--- src/rtl/mem_pkg.sv ---
// Shared definitions for the SRAM-backed data memory: responder FSM states
// and the byte address at which the data memory window starts.
package mem_pkg;

    typedef enum logic [1:0] {
        IDLE = 2'd0,
        LOW  = 2'd1,
        HIGH = 2'd2,
        DONE = 2'd3
    } state_t;

    localparam logic [31:0] DATA_MEM_BASE = 32'd1024;

endpackage

--- src/rtl/sram_mem_responder.sv ---
// MEM-stage responder that serves 32-bit loads/stores from a 16-bit async SRAM
// as two half-word phases (low half first), stalling the pipeline via ready.
module sram_mem_responder
    import mem_pkg::*;
#(
    parameter logic [31:0] BASE_ADDR   = DATA_MEM_BASE,
    parameter int unsigned WAIT_CYCLES = 1,
    parameter int unsigned SRAM_AW     = 18
) (
    input  logic               clk,
    input  logic               reset,
    input  logic               rd_en,
    input  logic               wr_en,
    input  logic [31:0]        address,
    input  logic [31:0]        write_data,
    output logic [31:0]        read_data,
    output logic               ready,
    output logic [SRAM_AW-1:0] sram_addr,
    output logic [15:0]        sram_dq_out,
    output logic               sram_dq_oe,
    input  logic [15:0]        sram_dq_in,
    output logic               sram_we_n,
    output logic               sram_oe_n
);

    localparam logic [3:0] WAIT_LAST = 4'(WAIT_CYCLES);

    state_t             state_q, state_d;
    logic [3:0]         cnt_q, cnt_d;
    logic               wr_q, wr_d;
    logic [31:0]        addr_q, addr_d;
    logic [31:0]        wdata_q, wdata_d;
    logic [31:0]        rdata_q, rdata_d;
    logic [SRAM_AW-1:0] sram_addr_q, sram_addr_d;
    logic [15:0]        dq_out_q, dq_out_d;
    logic               dq_oe_q, dq_oe_d;
    logic               we_n_q, we_n_d;
    logic               oe_n_q, oe_n_d;

    logic               req;
    logic               phase_end;
    logic               phase;
    logic [31:0]        word_off;
    logic               unused_word_bits;

    assign req       = rd_en | wr_en;
    assign phase_end = (cnt_q == WAIT_LAST);
    assign ready     = ~req | (state_q == DONE);

    always_comb begin
        state_d  = state_q;
        cnt_d    = cnt_q;
        wr_d     = wr_q;
        addr_d   = addr_q;
        wdata_d  = wdata_q;
        rdata_d  = rdata_q;

        case (state_q)
            IDLE: begin
                if (req) begin
                    state_d = LOW;
                    cnt_d   = 4'd0;
                    wr_d    = wr_en;
                    addr_d  = address;
                    wdata_d = write_data;
                end
            end
            LOW: begin
                if (phase_end) begin
                    state_d = HIGH;
                    cnt_d   = 4'd0;
                    if (!wr_q) rdata_d[15:0] = sram_dq_in;
                end else begin
                    cnt_d = cnt_q + 4'd1;
                end
            end
            HIGH: begin
                if (phase_end) begin
                    state_d = DONE;
                    cnt_d   = 4'd0;
                    if (!wr_q) rdata_d[31:16] = sram_dq_in;
                end else begin
                    cnt_d = cnt_q + 4'd1;
                end
            end
            DONE:    state_d = IDLE;
            default: state_d = IDLE;
        endcase
    end

    // Strobes are computed for the state being entered so they are registered
    // yet line up exactly with the LOW/HIGH cycles; addr_d/wdata_d/wr_d already
    // select the incoming request on acceptance and the latched copy afterwards.
    always_comb begin
        phase       = (state_d == HIGH);
        word_off    = addr_d - BASE_ADDR;
        sram_addr_d = sram_addr_q;
        dq_out_d    = dq_out_q;
        dq_oe_d     = 1'b0;
        we_n_d      = 1'b1;
        oe_n_d      = 1'b1;
        if (state_d == LOW || state_d == HIGH) begin
            sram_addr_d = {word_off[SRAM_AW:2], phase};
            if (wr_d) begin
                dq_oe_d  = 1'b1;
                we_n_d   = 1'b0;
                dq_out_d = phase ? wdata_d[31:16] : wdata_d[15:0];
            end else begin
                oe_n_d = 1'b0;
            end
        end
    end

    assign unused_word_bits = ^{word_off[31:SRAM_AW+1], word_off[1:0]};

    always_ff @(posedge clk or posedge reset) begin
        if (reset) begin
            state_q     <= IDLE;
            cnt_q       <= 4'd0;
            wr_q        <= 1'b0;
            addr_q      <= 32'd0;
            wdata_q     <= 32'd0;
            rdata_q     <= 32'd0;
            sram_addr_q <= '0;
            dq_out_q    <= 16'd0;
            dq_oe_q     <= 1'b0;
            we_n_q      <= 1'b1;
            oe_n_q      <= 1'b1;
        end else begin
            state_q     <= state_d;
            cnt_q       <= cnt_d;
            wr_q        <= wr_d;
            addr_q      <= addr_d;
            wdata_q     <= wdata_d;
            rdata_q     <= rdata_d;
            sram_addr_q <= sram_addr_d;
            dq_out_q    <= dq_out_d;
            dq_oe_q     <= dq_oe_d;
            we_n_q      <= we_n_d;
            oe_n_q      <= oe_n_d;
        end
    end

    assign read_data   = rdata_q;
    assign sram_addr   = sram_addr_q;
    assign sram_dq_out = dq_out_q;
    assign sram_dq_oe  = dq_oe_q;
    assign sram_we_n   = we_n_q;
    assign sram_oe_n   = oe_n_q;

endmodule

--- config.mk ---
export PLATFORM = sky130hd
export DESIGN_NAME = sram_mem_responder
export DESIGN_NICKNAME = d
export VERILOG_FILES = /design/src/rtl/mem_pkg.sv /design/src/rtl/sram_mem_responder.sv
export SDC_FILE = /design/constraint.sdc
export NUM_CORES = 1
export LEC_CHECK = 0
export CAP_MARGIN = 20
export CORE_MARGIN = 2
export CORE_UTILIZATION = 48
export CTS_BUF_LIST = sky130_fd_sc_hd__clkbuf_16
export CTS_CLUSTER_DIAMETER = 30
export DETAILED_ROUTE_END_ITERATION = 12
export GPL_TIMING_DRIVEN = 0
export HOLD_SLACK_MARGIN = 0.15
export PLACE_DENSITY = 0.87
export SETUP_SLACK_MARGIN = 0.4
export SLEW_MARGIN = 30
export SYNTH_ARGS = -nofsm -noshare
export SYNTH_HDL_FRONTEND = slang
export SYNTH_SLANG_ARGS = --single-unit
--- constraint.sdc ---
create_clock -name clk -period 5.9 [get_ports clk]
set_input_delay 1.18 -clock clk [delete_from_list [all_inputs] [get_ports clk]]
set_output_delay 1.18 -clock clk [all_outputs]
set_load 0.1 [all_outputs]
== Word-level counts from Yosys, hierarchy flattened ==
Index checks and enable logic that the tools add are counted.

* Latch bits: 0
* Memories kept: 0
* Word-level logic and storage cells: 52
* RAM bits: 0
* Output and inout port bits: 70
* Register bits: 140
* ROM bits: 0

* Add/subtract/negate cells: 2
* Shifts and indexed selects: 0
* $mul: 0
* Order comparisons: 0
* Equality and inequality tests: 7
* Divide/modulo/power cells: 0
* Reductions and logical operators: 8
* Multiplexer cells: 19
* Bitwise logic cells: 4

{| class="wikitable"
|+ Operator list
! kind !! count
|-
| 32-bit 2-to-1 mux || 4
|-
| 19-bit by 11-bit subtractor with 19-bit output, second input constant || 1
|-
| 16-bit 2-to-1 mux || 1
|-
| 4-bit 2-to-1 mux || 2
|-
| 2-bit one-hot mux with 4 select lines || 1
|-
| 4-bit one-hot mux with 2 select lines || 1
|-
| 1-bit 2-to-1 mux || 7
|-
| 2-bit == test, second input constant || 3
|-
| 2-bit 2-to-1 mux || 3
|-
| 3-bit AND reduction || 2
|-
| 4-bit by 1-bit adder with 4-bit output, second input constant || 1
|-
| 2-bit by 1-bit == test with 1-bit output, second input constant || 2
|-
| 4-bit by 1-bit == test with 1-bit output, second input constant || 1
|-
| 2-bit AND reduction || 2
|-
| 2-bit logical NOT || 1
|-
| 2-bit != test, second input constant || 1
|-
| 1-bit NOT || 2
|-
| 1-bit OR || 2
|-
| 2-bit nonzero test || 1
|-
| 2-bit OR reduction || 1
|-
| 1-bit logical OR || 1
|}

== Depth between registers and ports, before layout ==
* Depth after elaboration: 6
* Mapped depth: 13

== Worst setup path before layout ==
No wires, ideal clock.

* Path type: input -> register
* Start point: input port rd_en
* End point: register sram_addr_q[17] (netlist: sram_addr[17])
* Required time: 5.830 ns
* Library setup time: 0.070 ns
* Stages: 9
* Setup slack: 2.542 ns
* Path buffers: 2
* Arrival: 3.288 ns
* Cells stage by stage: o21ai_2 > buf_4 > buf_2 > mux2i_1 > ha_1 > nand2b_1 > or4b_4 > a211o_1 > nand3_1

* Word-level cells in the longest chain between the ends: 5
* Elaborated cells between the ends (all ways): 9
* Those cells by class: add/sub (1); eq/ne (2); mux (4); bitwise (1); reduce/logical (1)

{| class="wikitable"
|+ Ends and longest elaborated chain
! what !! RTL line !! text
|-
| start, declared || sram_mem_responder.sv:12 || <nowiki>input logic rd_en,</nowiki>
|-
| 1-bit OR * || sram_mem_responder.sv:46 || <nowiki>assign req = rd_en | wr_en;</nowiki>
|-
| parallel branches: the longest is 4 deep, another holds 19-bit by 11-bit subtractor with 19-bit output || -- ||
|-
| end signal, assigned || sram_mem_responder.sv:136 || <nowiki>sram_addr_q <= sram_addr_d;</nowiki>
|-
| end, declared || sram_mem_responder.sv:34 || <nowiki>logic [SRAM_AW-1:0] sram_addr_q, sram_addr_d;</nowiki>
|}

Every way passes the cells marked *.
A chain may end at the register's enable or synchronous reset.

== Final worst setup path ==
* Start point: input port rd_en
* End point: output port ready

* Word-level cells in the longest chain between the ends: 3

{| class="wikitable"
|+ Ends and longest elaborated chain
! what !! RTL line !! text
|-
| 1-bit OR || sram_mem_responder.sv:46 ||
|-
| 1-bit NOT || sram_mem_responder.sv:48 || <nowiki>assign ready = ~req | (state_q == DONE);</nowiki>
|-
| 1-bit OR || sram_mem_responder.sv:48 ||
|-
| end, declared || sram_mem_responder.sv:17 || <nowiki>output logic ready,</nowiki>
|}

No other way between the ends.

==> flow_summary.json <==
{
  "status": "complete, no violations",
  "crit_fanout": 5,
  "core_region_area_sq_um": 10840,
  "yosysSeqAreaShare_pct": 58.86,
  "first_global_vias": 3980,
  "avgSynthCellArea_sq_um": 13.60,
  "nFillCells": 777,
  "ys.warnings.count": 0,
  "dr_wl_met3_um": 1019,
  "area_delta_synth_final_pct": 39.92,
  "routed.top_layer": "met4",
  "setup_viol": 0,
  "wire_per_inst_um": 17.02,
  "min_period_ps": 4381,
  "cp_common_cell": "clkdlybuf4s50_1",
  "cts_buffers": 17,
  "seqCellArea_sq_um": 3131,
  "worstPathRequired_ps": 4720,
  "cts_tree": "done",
  "fin_nets": 643,
  "grt_pass1_wl_um": 19190,
  "die_area_sq_um": 11940,
  "start_util_pct": 49.07,
  "hp-class": "reg -> reg",
  "cts_setup_buffers": 0,
  "layout_common_cells": "clkdlybuf4s50_1 (138), dfrtp_1 (123), mux2_2 (109), nand2_1 (43), clkbuf_16 (17)",
  "dr.pass1.iters": 4,
  "maxSlewHeadroom_pct": 32.20,
  "hold_buffers": 0,
  "start_kind": "primary input",
  "netlist_area_sq_um": 5319,
  "via_per_inst": 5.195,
  "cts_root_buffer": "clkbuf_16",
  "fmax_ghz": 0.2282,
  "hold_viol": 0,
  "cts.repair.resized": 0,
  "drt_iter0_drc": 166,
  "port_buffers": 138,
  "synth_seq_cells": 125,
  "cp_cell_sequence": "clkdlybuf4s50_1 > nor2_1 > or2_2 > clkdlybuf4s50_1",
  "vias": 3642,
  "critPathTopFamily": "buffers and inverters",
  "startpoint": "rd_en",
  "clk_pin_slew_ps": 50,
  "clk_latency_ps": 410,
  "grt_overflow": 0,
  "num_antenna_cells": 0,
  "worst_path_max_delay_cell": "clkdlybuf4s50_1",
  "final.setup.tns_ps": 0,
  "final.period_utilization_pct": 74.26,
  "dp_hpwl_um": 8375,
  "syn_inst": 391,
  "cts_buffer_depth": 2,
  "cp_slowest_stage_delay_ps": 1140,
  "worst_pin_slew_ps": 1014,
  "die_h_um": 109.3,
  "drive_gt1_share_pct": 28.70,
  "cts_max_level": 4,
  "rsz0062_at_grt": "no",
  "critPathArrivalTime_ps": 3200,
  "grt_use_total_pct": 21.44,
  "ys_types": 42,
  "met2_length_um": 6040,
  "layout_commonest_cell": "clkdlybuf4s50_1",
  "slew_violations": 0,
  "fp.dieW_um": 109.3,
  "end_kind": "primary output",
  "r2r_start": "cnt_q[1]",
  "hold_path_startpoint": "addr_q[2]",
  "cts_sinks": 125,
  "synth_nets": 485,
  "gp_congestion": 0.8277,
  "clock_skew_ps": 6.740,
  "cap_violations": 0,
  "num_io_pins": 154,
  "detail-route-antenna-nets": 0,
  "antenna_found_initial": 0,
  "num_rows": 38,
  "drc": 0,
  "crit_type": "in -> out",
  "crit_buf_inv": 2,
  "wl_met1_um": 4710,
  "multi_input_area_sq_um": 2046,
  "wl_um": 11930,
  "grt_max_degree": 83
}
## synthesized netlist by cell type, drive strengths merged
| cell | count | share of area (%) |
|---|---|---|
| dfrtp | 123 | 58 |
| mux2 | 113 | 24 |
| nand2 | 45 | 3.3 |
| buf | 11 | 1.6 |
| nor2 | 11 | 0.82 |
| ha | 10 | 2.4 |
| inv | 10 | 0.71 |
| o21ai | 8 | 0.82 |
| a21oi | 7 | 0.66 |
| nand3 | 7 | 0.66 |
| clkbuf | 5 | 0.35 |
| mux2i | 4 | 0.75 |
| nor4 | 4 | 0.47 |
| nand2b | 3 | 0.35 |
| nand4 | 3 | 0.35 |
| nor3 | 3 | 0.28 |
| o21a | 3 | 0.42 |
| xnor2 | 3 | 0.49 |
| a211o | 2 | 0.33 |
| dfstp | 2 | 0.99 |
| nor3b | 2 | 0.28 |
| or3b | 2 | 0.33 |
| or4b | 2 | 0.45 |
| a211oi | 1 | 0.14 |
| a22o | 1 | 0.16 |
| a311oi | 1 | 0.16 |
| and2 | 1 | 0.12 |
| nor4b | 1 | 0.16 |
| o31ai | 1 | 0.14 |
| o41a | 1 | 0.21 |
| or2 | 1 | 0.12 |
## tightest hold or removal path, delay by kind of cell, from the launching register on
kind,cells,cell delay [ps]
flops,1,320
simple gates,2,110
## routing by layer
| metal | track usage [%] | up-vias |
|---|---|---|
| met5 | 0 | - |
| met4 | 7.685 | 0 |
| met3 | 8.667 | 16 |
| met2 | 36.91 | 131 |
| met1 | 24.00 | 1806 |
| li1 | - | 1689 |
## layout make-up
type,instances,area share (%)
Multi-Input combinational cell,240,27.49
Buffer,16,1.412
Tap cell,140,2.354
Sequential cell,125,42.06
Timing Repair Buffer,139,18.93
Clock buffer,17,5.716
Clock inverter,14,1.429
Inverter,10,0.6052
## path summary, 6_finish.rpt
kind | end | slack, ps | cells after the start
worst max register to register | sram_dq_out[0] | 2420 | 12
worst max-delay path | ready | 1520 | 4
worst min register to register | addr_q[2] | 470 | 2
max in group asynchronous | sram_oe_n | 4030 | 3
worst min-delay path | addr_q[2] | 470 | 2
min in group asynchronous | addr_q[9] | 1150 | 2
## state kept, by name, summed over array words and instances, names as in the netlist
signal,flops
addr_q,17
cnt_q,4
read_data,32
sram_addr,18
sram_dq_oe,1
sram_dq_out,16
sram_oe_n,1
sram_we_n,1
state_q,2
wdata_q,32
wr_q,1
## cell families (layout without fill, tap and decap cells)
family | count (synthesis) | count (layout) | synth area share [%]
compound gates | 25 | 25 | 3.058
xor+xnor | 3 | 3 | 0.4941
fa+ha+maj | 10 | 10 | 2.352
buf+inv | 26 | 196 | 2.682
flops | 125 | 125 | 58.86
mux | 117 | 117 | 24.89
simple gates | 85 | 85 | 7.669
## per-stage QoR
step                util [%]  instances  hold WS, ps  setup slack (ps)  instance area [sq um]
floorplan                  -        391        435.8              1396                   5319
global placement       63.42        669        449.1            -148.3                   6875
detailed placement     63.75        670        454.7              1530                   6910
CTS                    68.65        701        468.3              1527                   7442
global route           68.65        701        502.5              1473                   7442
finish                 68.65        701        468.7              1519                   7442
Power is left out: the tool's default activity adds up to more than one toggle a clock period on the data nets, which glitch-free logic cannot reach.
